<file path="src/rtl/iob_ram_tdp_arb_pkg.sv">
// iob_ram_tdp_arb_pkg
// Shared definitions for the RAM port arbiter.
//   arb_state_e   : lock FSM state encoding (IDLE=0, LOCKED=1)
//   DEF_*         : default width constants used by the top-level parameters
//   idx_width()   : width of a binary requester index (at least one bit)
// The lock FSM is only built when IOB_RAM_TDP_ARB_LOCK_EN is defined.
package iob_ram_tdp_arb_pkg;

  typedef enum logic {
    ARB_IDLE   = 1'b0,
    ARB_LOCKED = 1'b1
  } arb_state_e;

  localparam int DEF_N_REQ  = 2;
  localparam int DEF_DATA_W = 8;
  localparam int DEF_ADDR_W = 4;

  function automatic int idx_width(input int n);
    return (n > 1) ? $clog2(n) : 1;
  endfunction

endpackage

</file>
<file path="src/rtl/iob_ram_tdp_arb_rr_sel.sv">
// iob_rr_sel
// Combinational round-robin selector. The first asserted request at or
// after ptr (wrapping modulo N) wins.
// Ports:
//   req  [N]      : request vector
//   ptr  [IDX_W]  : priority pointer, must be < N
//   gnt  [N]      : one-hot grant, all zero when no request
//   idx  [IDX_W]  : binary index of the granted request (0 when none)
//   any           : at least one request is asserted
module iob_rr_sel #(
  parameter int N     = 2,
  parameter int IDX_W = 1
) (
  input  logic [N-1:0]     req,
  input  logic [IDX_W-1:0] ptr,
  output logic [N-1:0]     gnt,
  output logic [IDX_W-1:0] idx,
  output logic             any
);

  localparam logic [IDX_W:0] N_L = N[IDX_W:0];

  logic [IDX_W:0] cand;

  // Walk the N candidates starting at ptr. The sum ptr+off is below 2N,
  // so one conditional subtract is enough to wrap it.
  always_comb begin
    gnt  = '0;
    idx  = '0;
    any  = 1'b0;
    cand = '0;
    for (int off = 0; off < N; off++) begin
      cand = {1'b0, ptr} + off[IDX_W:0];
      if (cand >= N_L) begin
        cand = cand - N_L;
      end
      if (!any && req[cand[IDX_W-1:0]]) begin
        any                    = 1'b1;
        gnt[cand[IDX_W-1:0]]   = 1'b1;
        idx                    = cand[IDX_W-1:0];
      end
    end
  end

endmodule

</file>
<file path="src/rtl/iob_ram_tdp_arb.sv">
// iob_ram_tdp_arb
// Round-robin arbiter sharing one port of a true-dual-port RAM between
// N_REQ requesters. One single-word transfer per cycle; read data returns
// on a one-hot per-requester strobe one cycle after acceptance.
// Optional macro IOB_RAM_TDP_ARB_LOCK_EN adds req_lock and an IDLE/LOCKED
// FSM that lets one requester hold the port for a burst.
// Ports:
//   clk, rst                  : clock, synchronous active-high reset
//   req_valid/req_ready [N]   : per-requester handshake
//   req_we [N]                : 1 = write, 0 = read
//   req_addr [N*ADDR_W]       : flattened addresses, requester i at [i*ADDR_W +: ADDR_W]
//   req_wdata [N*DATA_W]      : flattened write data, same packing
//   req_lock [N]              : (lock build only) hold the port after this transfer
//   resp_valid [N]            : one-hot read-data strobe
//   resp_rdata [DATA_W]       : read data, pass-through of ram_dout
//   ram_en/we/addr/din/dout   : RAM port
module iob_ram_tdp_arb
  import iob_ram_tdp_arb_pkg::*;
#(
  parameter int N_REQ  = DEF_N_REQ,
  parameter int DATA_W = DEF_DATA_W,
  parameter int ADDR_W = DEF_ADDR_W
) (
  input  logic                      clk,
  input  logic                      rst,
  input  logic [N_REQ-1:0]          req_valid,
  output logic [N_REQ-1:0]          req_ready,
  input  logic [N_REQ-1:0]          req_we,
  input  logic [N_REQ*ADDR_W-1:0]   req_addr,
  input  logic [N_REQ*DATA_W-1:0]   req_wdata,
`ifdef IOB_RAM_TDP_ARB_LOCK_EN
  input  logic [N_REQ-1:0]          req_lock,
`endif
  output logic [N_REQ-1:0]          resp_valid,
  output logic [DATA_W-1:0]         resp_rdata,
  output logic                      ram_en,
  output logic                      ram_we,
  output logic [ADDR_W-1:0]         ram_addr,
  output logic [DATA_W-1:0]         ram_din,
  input  logic [DATA_W-1:0]         ram_dout
);

  localparam int IDX_W = idx_width(N_REQ);
  localparam logic [IDX_W-1:0] LAST_IDX = IDX_W'(N_REQ - 1);

  logic [IDX_W-1:0] ptr_q, ptr_d;
  logic [N_REQ-1:0] resp_valid_q, resp_valid_d;

  logic [N_REQ-1:0] eligible;
  logic [N_REQ-1:0] gnt;
  logic [IDX_W-1:0] gnt_idx;
  logic             gnt_any;
  logic [IDX_W-1:0] ptr_next;

`ifdef IOB_RAM_TDP_ARB_LOCK_EN
  arb_state_e       state_q, state_d;
  logic [IDX_W-1:0] owner_q, owner_d;
  logic [N_REQ-1:0] owner_mask;
`endif

  // Requests that may compete this cycle. Reset blocks everything; while
  // locked only the owner is visible to the selector.
  always_comb begin
    eligible = req_valid;
`ifdef IOB_RAM_TDP_ARB_LOCK_EN
    owner_mask          = '0;
    owner_mask[owner_q] = 1'b1;
    if (state_q == ARB_LOCKED) begin
      eligible = req_valid & owner_mask;
    end
`endif
    if (rst) begin
      eligible = '0;
    end
  end

  iob_rr_sel #(
    .N     (N_REQ),
    .IDX_W (IDX_W)
  ) u_rr_sel (
    .req (eligible),
    .ptr (ptr_q),
    .gnt (gnt),
    .idx (gnt_idx),
    .any (gnt_any)
  );

  assign req_ready = gnt;

  // RAM port follows the granted requester; idle port is driven to zero.
  always_comb begin
    ram_en   = 1'b0;
    ram_we   = 1'b0;
    ram_addr = '0;
    ram_din  = '0;
    if (gnt_any) begin
      ram_en   = 1'b1;
      ram_we   = req_we[gnt_idx];
      ram_addr = req_addr[gnt_idx*ADDR_W +: ADDR_W];
      ram_din  = req_wdata[gnt_idx*DATA_W +: DATA_W];
    end
  end

  // Next state: response strobe, pointer and optional lock FSM.
  always_comb begin
    resp_valid_d = gnt & ~req_we;
    ptr_next     = (gnt_idx == LAST_IDX) ? '0 : gnt_idx + IDX_W'(1);
    ptr_d        = ptr_q;
`ifdef IOB_RAM_TDP_ARB_LOCK_EN
    state_d = state_q;
    owner_d = owner_q;
    case (state_q)
      ARB_IDLE: begin
        if (gnt_any) begin
          ptr_d = ptr_next;
          if (req_lock[gnt_idx]) begin
            state_d = ARB_LOCKED;
            owner_d = gnt_idx;
          end
        end
      end
      ARB_LOCKED: begin
        // Transfers made while the lock is still held leave ptr alone so
        // the burst does not skew the rotation for everyone else.
        if (!req_lock[owner_q]) begin
          state_d = ARB_IDLE;
          if (gnt_any) begin
            ptr_d = ptr_next;
          end
        end
      end
      default: begin
        state_d = ARB_IDLE;
      end
    endcase
`else
    if (gnt_any) begin
      ptr_d = ptr_next;
    end
`endif
  end

  // State registers with synchronous reset.
  always_ff @(posedge clk) begin
    if (rst) begin
      ptr_q        <= '0;
      resp_valid_q <= '0;
`ifdef IOB_RAM_TDP_ARB_LOCK_EN
      state_q      <= ARB_IDLE;
      owner_q      <= '0;
`endif
    end else begin
      ptr_q        <= ptr_d;
      resp_valid_q <= resp_valid_d;
`ifdef IOB_RAM_TDP_ARB_LOCK_EN
      state_q      <= state_d;
      owner_q      <= owner_d;
`endif
    end
  end

  assign resp_valid = resp_valid_q;
  assign resp_rdata = ram_dout;

endmodule

</file>
<file path="config.mk">
export PLATFORM = sky130hd
export DESIGN_NAME = iob_ram_tdp_arb
export DESIGN_NICKNAME = d
export VERILOG_FILES = /design/src/rtl/iob_ram_tdp_arb_pkg.sv /design/src/rtl/iob_ram_tdp_arb_rr_sel.sv /design/src/rtl/iob_ram_tdp_arb.sv
export SDC_FILE = /design/constraint.sdc
export NUM_CORES = 1
export LEC_CHECK = 0
export BUFFER_PORTS_ARGS = -buffer_cell sky130_fd_sc_hd__buf_2
export CORE_MARGIN = 4
export CORE_UTILIZATION = 36
export DETAILED_ROUTE_END_ITERATION = 10
export GPL_TIMING_DRIVEN = 0
export HOLD_SLACK_MARGIN = 0.02
export PLACE_DENSITY_LB_ADDON = 0.1
export SYNTH_ARGS = -nofsm -noshare
export SYNTH_HDL_FRONTEND = slang
export SYNTH_SLANG_ARGS = --single-unit
</file>
<file path="constraint.sdc">
create_clock -name clk -period 2.28 [get_ports clk]
set_clock_uncertainty 0.05 [all_clocks]
set_input_delay 0.114 -clock clk [delete_from_list [all_inputs] [get_ports clk]]
set_output_delay 0.114 -clock clk [all_outputs]
set_load 0.02 [all_outputs]
</file>
# After elaboration in Yosys (flattened, before gate mapping)
# Cells that the tools add are included.
classes:
  n_addsub: 4
  n_lt_le_gt_ge: 7
  shifts: 2
  muxes: 24
  bitwise: 3
  n_reduce_logical: 4
ops:
  columns: ["operator", "count"]
  rows:
  - ["$mux W1", 17]
  - ["$shiftx A16 B5 Y8", 1]
  - ["$mux W8", 1]
  - ["$shiftx A8 B4 Y4", 1]
  - ["$lt A1 B2 Y1 const B", 3]
  - ["$mux W2", 3]
  - ["$mux W4", 1]
  - ["$logic_and A1 B1 Y1", 3]
  - ["$add A1 B1 Y2 const B", 1]
  - ["$and A2 B2 Y2", 1]
  - ["$demux W1 S1", 2]
  - ["$ge A1 B1 Y1 const B", 2]
  - ["$ge A1 B2 Y1 const B", 1]
  - ["$ge A2 B2 Y1 const B", 1]
  - ["$not A2 Y2", 1]
  - ["$or A2 B2 Y2", 1]
  - ["$sub A1 B1 Y1 const B", 2]
  - ["$add A1 B1 Y1 const B", 1]
  - ["$logic_not A1 Y1", 1]
word_totals:
  reg_bits: 3
  word_cells: 46

# Depth between registers and ports, before layout
# Gate-level depths: netlist (run 1).
logic_depth:
  ltp_word: 11
  depth_mapped: 4
  mapped_depth_nobuf: 2

# By module
# A second synthesis (run 1) with hierarchy kept.
hier_totals:
  hier_cells: 51
  hier_area_um2: 442.9
modules_own_cells:
  columns: ["mod", "n_inst", "cells_per_inst", "area_each_um2", "seq_area_each_um2"]
  rows:
  - ["iob_ram_tdp_arb", 1, 46, 410.4, 60.1]
  - ["iob_rr_sel", 1, 5, 32.5, 0.0]

# Worst setup path before layout (run 1)
# Ideal clock, no wire load.
synth_timing:
  kind: "register to output"
  from: "register ptr_q"
  to: "output ram_addr[3]"
  arrival_time_ps: 1106
  required_time_ps: 2116
  slack_ps: 1010
  path_stages_with_launch: 4
  cell_sequence: "dfxtp_1 -> nor2b_1 -> buf_6 -> o32ai_1"
synth_via:
  elab_chain_cells: 10
  elab_cells_between_ends: 19
  classes_between: "3 x add/sub; 2 x order compare; 1 x shift; 11 x mux; 2 x reduce/logical"
synth_rtl:
  columns: ["item", "line", "text"]
  rows:
  - ["start, declared", "iob_ram_tdp_arb.sv:46", "logic [IDX_W-1:0] ptr_q, ptr_d;"]
  - ["start signal, assigned", "iob_ram_tdp_arb.sv:153", "ptr_q <= ptr_d;"]
  - ["$ge A1 B2 Y1 / $sub A1 B1 Y1 (equally long branches)", "iob_ram_tdp_arb_rr_sel.sv:34, iob_ram_tdp_arb_rr_sel.sv:35", null]
  - ["$mux W1", "iob_ram_tdp_arb_rr_sel.sv:34", "if (cand >= N_L) begin"]
  - ["$mux W1 (not written as such) (2 in a row)", "iob_ram_tdp_arb_rr_sel.sv:37", "if (!any && req[cand[IDX_W-1:0]]) begin"]
  - ["$mux W1", "iob_ram_tdp_arb_rr_sel.sv:37", null]
  - ["$logic_not A1 Y1", "iob_ram_tdp_arb_rr_sel.sv:37", null]
  - ["$logic_and A1 B1 Y1", "iob_ram_tdp_arb_rr_sel.sv:37", null]
  - ["$mux W1", "iob_ram_tdp_arb_rr_sel.sv:37", null]
  - ["$shiftx A8 B4 Y4", "iob_ram_tdp_arb.sv:99", "ram_addr = req_addr[gnt_idx*ADDR_W +: ADDR_W];"]
  - ["$mux W4 *", "iob_ram_tdp_arb.sv:96", "if (gnt_any) begin"]
  - ["end, declared", "iob_ram_tdp_arb.sv:38", "output logic [ADDR_W-1:0] ram_addr,"]
# Mark *: on every way between the ends. The rest lies on a longest branch, timed or not. The select of a mux whose other input is x is not followed.

# Worst setup path after layout (run 1)
layout_timing:
  from: "register ptr_q"
  to: "output ram_din[6]"
layout_via:
  elab_chain_cells: 10
  elab_cells_between_ends: 19
  classes_between: "3 x add/sub; 2 x order compare; 1 x shift; 11 x mux; 2 x reduce/logical"
layout_rtl:
  columns: ["item", "line", "text"]
  rows:
  - ["$ge A1 B2 Y1 / $sub A1 B1 Y1 (equally long branches)", "iob_ram_tdp_arb_rr_sel.sv:34, iob_ram_tdp_arb_rr_sel.sv:35", null]
  - ["$mux W1", "iob_ram_tdp_arb_rr_sel.sv:34", null]
  - ["$mux W1 (not written as such) (2 in a row)", "iob_ram_tdp_arb_rr_sel.sv:37", null]
  - ["$mux W1", "iob_ram_tdp_arb_rr_sel.sv:37", null]
  - ["$logic_not A1 Y1", "iob_ram_tdp_arb_rr_sel.sv:37", null]
  - ["$logic_and A1 B1 Y1", "iob_ram_tdp_arb_rr_sel.sv:37", null]
  - ["$mux W1", "iob_ram_tdp_arb_rr_sel.sv:37", null]
  - ["$shiftx A16 B5 Y8", "iob_ram_tdp_arb.sv:100", "ram_din = req_wdata[gnt_idx*DATA_W +: DATA_W];"]
  - ["$mux W8 *", "iob_ram_tdp_arb.sv:96", null]
  - ["end, declared", "iob_ram_tdp_arb.sv:39", "output logic [DATA_W-1:0] ram_din,"]
# Marked as above.

==> results of run 1 <==
cell usage after synthesis:
master,count
a21bo_2,1
buf_4,9
buf_6,2
buf_8,1
clkbuf_1,3
dfxtp_1,3
inv_1,1
nand2b_1,26
nor2_1,3
nor2b_1,2
nor3_1,2
nor4_2,1
o21ba_2,1
o32ai_1,5
o32ai_2,8
power groups by stage:
stage	registers [mW]	logic (mW)	clock network [mW]
after detailed placement	0.0573	0.182	0
after CTS	0.0566	0.184	0.0978
after global routing	0.0567	0.197	0.106
after floorplan	0.0589	0.119	0
after global placement	0.0573	0.180	0
final	0.0566	0.181	0.0924
worst reg2reg max path, delay by kind of cell, from the launching register on:
family	cells	cell delay [ps]
compound gates	1	200
simple gates	1	60
flops	1	340
buf+inv	2	270
layout by cell type (no fill, tap or decap):
master / instances
o32ai_1: 5
buf_2: 55
nor4_2: 1
dfxtp_1: 3
nor2_1: 3
nand2b_1: 26
buf_6: 2
o32ai_2: 8
buf_4: 9
nor3_1: 2
dlygate4sd3_1: 1
a21bo_2: 1
o21ba_2: 1
buf_8: 1
clkbuf_4: 3
nor2b_1: 2
inv_1: 1
clkbuf_1: 4
layout make-up:
class | instances | share of cell area
repair buffers | 56 | 0.3119
multi-input cells | 49 | 0.4405
plain buffers | 15 | 0.1272
inverters | 1 | 0.004104
well taps | 16 | 0.02189
flip-flops and latches | 3 | 0.06566
clock buffers | 4 | 0.02873
per-layer routing:
metal,part of all wire,track usage,up-vias
met5,0,0,-
met3,0.077,0.01476,0
met1,0.39,0.1743,311
met4,0,0.04839,0
li1,-,-,355
met2,0.53,0.2604,31
per-stage QoR:
step | utilization | instance area (um2)
5_1_grt | 0.6002 | 914.6
3_3_place_gp | 0.5764 | 878.3
4_1_cts | 0.6002 | 914.6
3_5_place_dp | 0.5764 | 878.3
2_1_floorplan | - | 583.1
6_report | 0.6002 | 914.6
kinds of logic (layout without fill, tap and decap cells):
kind of cell,after synthesis,after routing,share of synthesized area
AND/OR/NAND/NOR,34,34,0.3584
buffers and inverters,16,76,0.2060
AO/OA/AOI/OAI,15,15,0.3326
flip-flops,3,3,0.1030
sequential cells by signal, summed over array words and instances (netlist names):
| register | count |
|---|---|
| resp_valid | 2 |
| ptr_q | 1 |
path summary, 6_finish.rpt:
| path | start | endpoint | depth (start not counted) |
|---|---|---|---|
| min | req_we[1] | resp_valid[1] | 2 |
| max | ptr_q | ram_din[6] | 5 |
| min reg2reg | ptr_q | ptr_q | 2 |
| max reg2reg | ptr_q | ptr_q | 4 |
timing repair:
action / CTS / global route
hold buffers: 1 / 0
buffers inserted: 0 / 0
endpoints found under the hold margin: 1 / 0
==> flow_summary.toml, run 1 <==
[outcome]
status = "completed"

[placement]
hpwl_mm = 1.362
place_congestion = 0.6926
dpl.cell_count = 139
dp_slack_ps = 1027
portBuffers = 55

[synth]
synth.top_cell.area_share = 0.2790
netlist_area_um2 = 583.1
syn_inst = 68
synth_warnings = 0
ys_types = 15
synth_seq_cells = 3
netlist_top_cells_area = "nand2b_1, o32ai_2, buf_4"
synth-seq-area-share = 0.1030
yosysTopAreaCell = "nand2b_1"
avgSynthCellArea_um2 = 8.574
syn_nets = 106

[clocking]
cts_tree = "built"
clk_path_buf_depth = 2
root_buffer = "clkbuf_4"
cts.sinks = 3
cts_max_level = 1
clk_latency_ps = 230
clk_pin_slew_ps = 40
ctsResizeCount = 0
cts_buffers = 3

[power]
worst_ir_drop_vdd_v = 0.0001580
power_frac_clock = 0.280
p_sw_frac = 0.3734
p_switching_uw = 123.2
powerDensity_mw_per_mm2 = 360.8
p_seq_frac = 0.172
internal_power_uw = 206.8
combPwrFrac = 0.548
total_power_uw = 330.0
cellLeakagePower_nw = 0.4599

[timing]
fin_ws_ps = 772.5
maxSlewHeadroom = 0.7390
timing_hold_violations_final = 0
tns_ps = 0
max_freq_mhz = 663.3
worstMarginPinSlew_ps = 391.5
whs_ps = 31.35
period_minus_slack_ps = 1508
maxSlewViolCount = 0
rsz0062_at_grt = "false"
finalSetupViolCount = 0
fin_crit_sh = 0.6612

[floorplanning]
ios = 64
die-area_mm2 = 0.002328
initial_utilization = 0.3826
core_area_mm2 = 0.001524
die_height_um = 48.25
die_x_um = 48.25
num_rows = 14

[hold_path]
hold_path.class = "input pin to flip-flop"

[setup_path]
end_kind = "output pin"
path_buf_inv = 3
slowest_delay_ps = 340
cp-start-kind = "flip-flop"
crit_family = "buffers and inverters"
cp_cell_sequence = "nor2b_1, buf_6, buf_8, o32ai_2, buf_2"
worstPathRequired_ps = 2120
worstSetupPathType = "flip-flop to output pin"
worstPathMaxFanout = 10
reg2reg_slack_ps = 1250
critPathSlowestCell = "dfxtp_1"
critPathArrivalTime_ps = 1340

[grt]
overflow = 0
antenna_found_initial = 0
grt_pass1_wl_mm = 2.477
first_global_vias = 580
grt_max_degree = 11
track_usage = 0.1440

[route]
drt-vias-per-instance = 4.840
wirelength_mm = 1.687
ant_nets = 0
num_vias = 697
drt-initial-drc-count = 7
drcViolationCount = 0
firstDrtPassIters = 3
wl_per_cell_um = 11.72

[final_layout]
drive_above_1_share = 0.6328
ff_latch_area_um2 = 60.06
nNetsFinal = 167
multi_input_area_um2 = 402.9
area_growth_pct = 56.87
stdcell_count = 144
diodes = 0
fill_cells = 159

[flow_run]
maxCapViolCount = 0
No activity file was read; power rests on OpenSTA's default activity.
==> run 2, diff against run 1 <==
Settings changed: CORE_UTILIZATION 36 to 34.
Clock period 2.28 ns to 1.5 ns, I/O delays scaled along.
==> run 2 against run 1 <==
  * Wire length up 7.8%
  * First-iteration DRC count up 29%
  * Largest cell class unchanged
  * Clock-buffer cell count unchanged
  * Flip-flop and latch count unchanged
  * Core utilization up 6.2 points
  * Total power up 67%
  * Sequential power up 53%
  * Die area up 4.9%
  * Sequential share of layout area down 0.63 points
==> flow_summary.toml, run 2 (synthesized netlist as in run 1, its figures left out) <==
[grt]
antenna_found_initial = 0
overflow = 0
grt_max_degree = 11
first_global_vias = 602
grt_pass1_wl_mm = 2.635
track_usage = 0.1339

[timing]
maxSlewHeadroom = 0.7423
period_minus_slack_ps = 1440
max_freq_mhz = 694.3
worstMarginPinSlew_ps = 386.6
timing_hold_violations_final = 0
whs_ps = 184.8
rsz0062_at_grt = "true"
maxSlewViolCount = 0
finalSetupViolCount = 0
fin_crit_sh = 0.9602

[power]
worst_ir_drop_vdd_v = 0.0003206
powerDensity_mw_per_mm2 = 533.7
cellLeakagePower_nw = 0.4782

[setup_path]
end_kind = "output pin"
critPathArrivalTime_ps = 1320
rr_startpoint = "ptr_q"
slowest_delay_ps = 340
cp_cell_sequence = "nor2b_2, buf_6, buf_12, o32ai_2, buf_4"
worstPathMaxFanout = 10
worstPathRequired_ps = 1370
cp-start-kind = "flip-flop"
reg2reg_slack_ps = 460
crit_start = "ptr_q"
r2r_cells = 4
r2r-end = "ptr_q"
crit_end = "ram_din[0]"
worstSetupPathType = "flip-flop to output pin"
critPathSlowestCell = "dfxtp_2"

[final_layout]
nNetsFinal = 168
mostFrequentLayoutCells = "buf_2, nand2b_1, buf_4"
fill_cells = 141
layout_commonest_cell = "buf_2"
area_growth_pct = 77.04
fin_util = 0.6621
diodes = 0
largest_register_ffs = 2
drive_above_1_share = 0.6434

[floorplanning]
num_rows = 14
ios = 64
die_height_um = 49.41
core_area_mm2 = 0.001559
die_x_um = 49.41
initial_utilization = 0.3740
die-area_mm2 = 0.002441

[route]
wl_per_cell_um = 12.54
wirelength_mm = 1.818
num_vias = 702
drcViolationCount = 0
drt-initial-drc-count = 9
firstDrtPassIters = 2
drt-vias-per-instance = 4.841
ant_nets = 0

[clocking]
cts_tree = "built"
cts.sinks = 3
root_buffer = "clkbuf_4"
clk_latency_ps = 230
cts_buffers = 3
cts_max_level = 1
clk_pin_slew_ps = 40
clk_path_buf_depth = 2
cts_setup_buffers = 0

[outcome]
status = "completed"

[flow_run]
maxCapViolCount = 0

[placement]
place_congestion = 0.7356
hpwl_mm = 1.402
portBuffers = 55

[hold_path]
hold_path.class = "input pin to flip-flop"
run 2: cell count changes in the layout (fill, tap and decap cells not counted), sizes merged:
| cell | previous run | this run |
|---|---|---|
| dlygate4sd3 | 1 | 2 |
run 2: where the power goes:
part	leakage, nW	internal (mW)	total (mW)	switching [mW]
registers	0.0250	0.0847	0.0868	0.00213
logic	0.438	0.159	0.324	0.165
clock network	0.0150	0.0996	0.140	0.0408
run 2: worst min-delay path by stage:
stage | slack [ps] | startpoint | to | cells after the start
after detailed placement | 220 | req_we[0] | resp_valid[0] | 2
after global routing | 190 | req_valid[1] | ptr_q | 3
after floorplan | 100 | req_we[1] | resp_valid[1] | 1
final | 180 | req_valid[1] | ptr_q | 3
after CTS | 180 | req_valid[1] | ptr_q | 3
after global placement | 210 | req_we[0] | resp_valid[0] | 2
run 2: stage by stage:
| step | instances | total power, mW | instance area [um2] | TNS (ps) | setup WS, ps |
|---|---|---|---|---|---|
| 3_5_place_dp | 139 | 0.3645 | 878.3 | 0 | 257.1 |
| 2_1_floorplan | 68 | 0.2707 | 583.1 | 0 | 269.2 |
| 4_1_cts | 145 | 0.5159 | 927.1 | 0 | 1.804 |
| 3_3_place_gp | 139 | 0.3614 | 878.3 | 0 | 268.7 |
| 6_report | 145 | 0.5509 | 1032 | 0 | 59.76 |
| 5_1_grt | 145 | 0.5944 | 1032 | -0.2840 | -0.2840 |
run 2: area by class of cell:
class                           instances  area, um2  area share
Sequential cell                         3      61.31     0.05939
Timing Repair Buffer                   57      334.1      0.3236
Clock buffer                            4      26.28     0.02545
Multi-Input combinational cell         49      461.7      0.4473
Buffer                                 15      125.1      0.1212
Inverter                                1      3.754    0.003636
Tap cell                               16      20.02     0.01939
run 2: metal layers:
| metal | track usage | vias up | wire, um | share of wire |
|---|---|---|---|---|
| li1 | - | 354 | - | - |
| met1 | 0.1530 | 305 | 741 | 0.41 |
| met3 | 0.04281 | 2 | 174 | 0.096 |
| met5 | 0 | - | 0 | 0 |
| met4 | 0.05069 | 0 | 19 | 0.010 |
| met2 | 0.2299 | 41 | 882 | 0.49 |
run 2: timing repair:
item                                    CTS  global route
resized for setup                         1            21
pin swaps                                 0             2
endpoints found under the setup margin    1             8
hold endpoints to repair                  2             0
hold buffers                              2             0
run 2: worst max-delay path, delay by kind of cell (launching register included):
kind / cells / cell delay, ps
flip-flops: 1 / 340
AND/OR/NAND/NOR: 1 / 50
buffers and inverters: 3 / 460
AO/OA/AOI/OAI: 1 / 240
==> run 3, diff against run 2 <==
Settings changed: PLACE_DENSITY from default to 0.8, PLACE_DENSITY_LB_ADDON 0.1 to default, SKIP_CTS_REPAIR_TIMING from default to 1.
==> run 3 against run 2 <==
  * First-iteration DRC count increased by 44%
  * Die area unchanged
  * Final cell count unchanged
  * Final area decreased by 6.3%
  * Highest routed layer unchanged
==> flow_summary.toml, run 3 (synthesized netlist as in run 1, its figures left out) <==
[final_layout]
drive_above_1_share = 0.6357
mostFrequentLayoutCells = "buf_2, nand2b_1, buf_4"
layout_commonest_cell = "buf_2"
nNetsFinal = 168
fin_util = 0.6204
stdcell_count = 145
largest_register_ffs = 2
area_growth_pct = 65.88
diodes = 0

[setup_path]
critPathArrivalTime_ps = 1330
worstPathRequired_ps = 1370
cp-start-kind = "flip-flop"
end_kind = "output pin"
critPathSlowestCell = "dfxtp_2"
worstSetupPathType = "flip-flop to output pin"
slowest_delay_ps = 320
cp_cell_sequence = "nor2b_1, buf_6, buf_8, o32ai_2, buf_2"
r2r_cells = 4
worstPathMaxFanout = 10

[timing]
worstMarginPinSlew_ps = 363.6
fin_crit_sh = 0.9693
finalSetupViolCount = 0
period_minus_slack_ps = 1454
max_freq_mhz = 687.7
maxSlewViolCount = 0
timing_hold_violations_final = 0
maxSlewHeadroom = 0.7576

[floorplanning]
ios = 64
initial_utilization = 0.3740
die_x_um = 49.41
die_height_um = 49.41
num_rows = 14
core_area_mm2 = 0.001559
die-area_mm2 = 0.002441

[clocking]
clk_pin_slew_ps = 40
cts.sinks = 3
root_buffer = "clkbuf_4"
clk_path_buf_depth = 2
cts_max_level = 1
cts_buffers = 3
clk_latency_ps = 230
cts_tree = "built"

[route]
wirelength_mm = 1.952
num_vias = 723
firstDrtPassIters = 5
drcViolationCount = 0
drt-initial-drc-count = 13
drt-vias-per-instance = 4.986
wl_per_cell_um = 13.46
ant_nets = 0

[hold_path]
hold_path.class = "input pin to flip-flop"
worstHoldPathCells = 3

[grt]
track_usage = 0.1439
grt_pass1_wl_mm = 2.829
first_global_vias = 668
overflow = 0
antenna_found_initial = 0
grt_max_degree = 11

[power]
powerDensity_mw_per_mm2 = 544.9
cellLeakagePower_nw = 0.4686
worst_ir_drop_vdd_v = 0.0003730

[placement]
dpl.cell_count = 139
portBuffers = 55
place_congestion = 0.6804
hpwl_mm = 1.476

[flow_run]
maxCapViolCount = 0

[outcome]
status = "completed"
[run 3: cell counts in the layout (fill, tap and decap cells not counted)]
No cell type changed its count.
[run 3: worst max-delay path, delay by kind of cell, from the launching register on]
| kind | cells | cell delay [ps] |
|---|---|---|
| buf+inv | 3 | 480 |
| simple gates | 1 | 50 |
| compound gates | 1 | 240 |
| flops | 1 | 320 |
[run 3: cell type report]
type | count | area, um2
Sequential cell | 3 | 61.31
Buffer | 15 | 120.1
Fill cell | 141 | 591.8
Clock buffer | 4 | 26.28
Inverter | 1 | 3.754
Timing Repair Buffer | 57 | 310.3
Multi-Input combinational cell | 49 | 425.4
Tap cell | 16 | 20.02
[run 3: path summary, 6_finish.rpt]
kind                            slack [ps]    startpoint     endpoint
worst max register to register         480         ptr_q        ptr_q
worst min register to register         550         ptr_q        ptr_q
worst min-delay path                   170  req_valid[1]        ptr_q
worst max-delay path                    50         ptr_q  ram_addr[2]
[run 3: metal layers]
metal / wire length (um) / GRT usage / vias up
li1: - / - / 356
met1: 727 / 0.1655 / 319
met2: 1004 / 0.2634 / 46
met3: 205 / 0.03364 / 2
met4: 14 / 0.03687 / 0
met5: 0 / 0 / -
[run 3: power breakdown]
part           internal (mW)  switching [mW]  leakage [nW]  total, mW
Combinational          0.143           0.156         0.429      0.299
Sequential            0.0846         0.00150        0.0250     0.0861
Clock                 0.0997          0.0423        0.0150      0.142
Total                  0.327           0.200         0.469      0.527
[run 3: per-stage QoR]
stage | setup TNS, ps | power, mW | cell area, um2 | hold slack (ps) | setup WS [ps]
after floorplan | 0 | 0.2707 | 583.1 | 98.44 | 269.2
after global placement | 0 | 0.3600 | 878.3 | 213.4 | 286.3
after detailed placement | 0 | 0.3656 | 878.3 | 213.8 | 282.1
after CTS | 0 | 0.5113 | 904.6 | -32.86 | 22.98
after global routing | -1.212 | 0.5637 | 967.2 | 189.1 | -0.9328
final | 0 | 0.5270 | 967.2 | 171.2 | 45.98
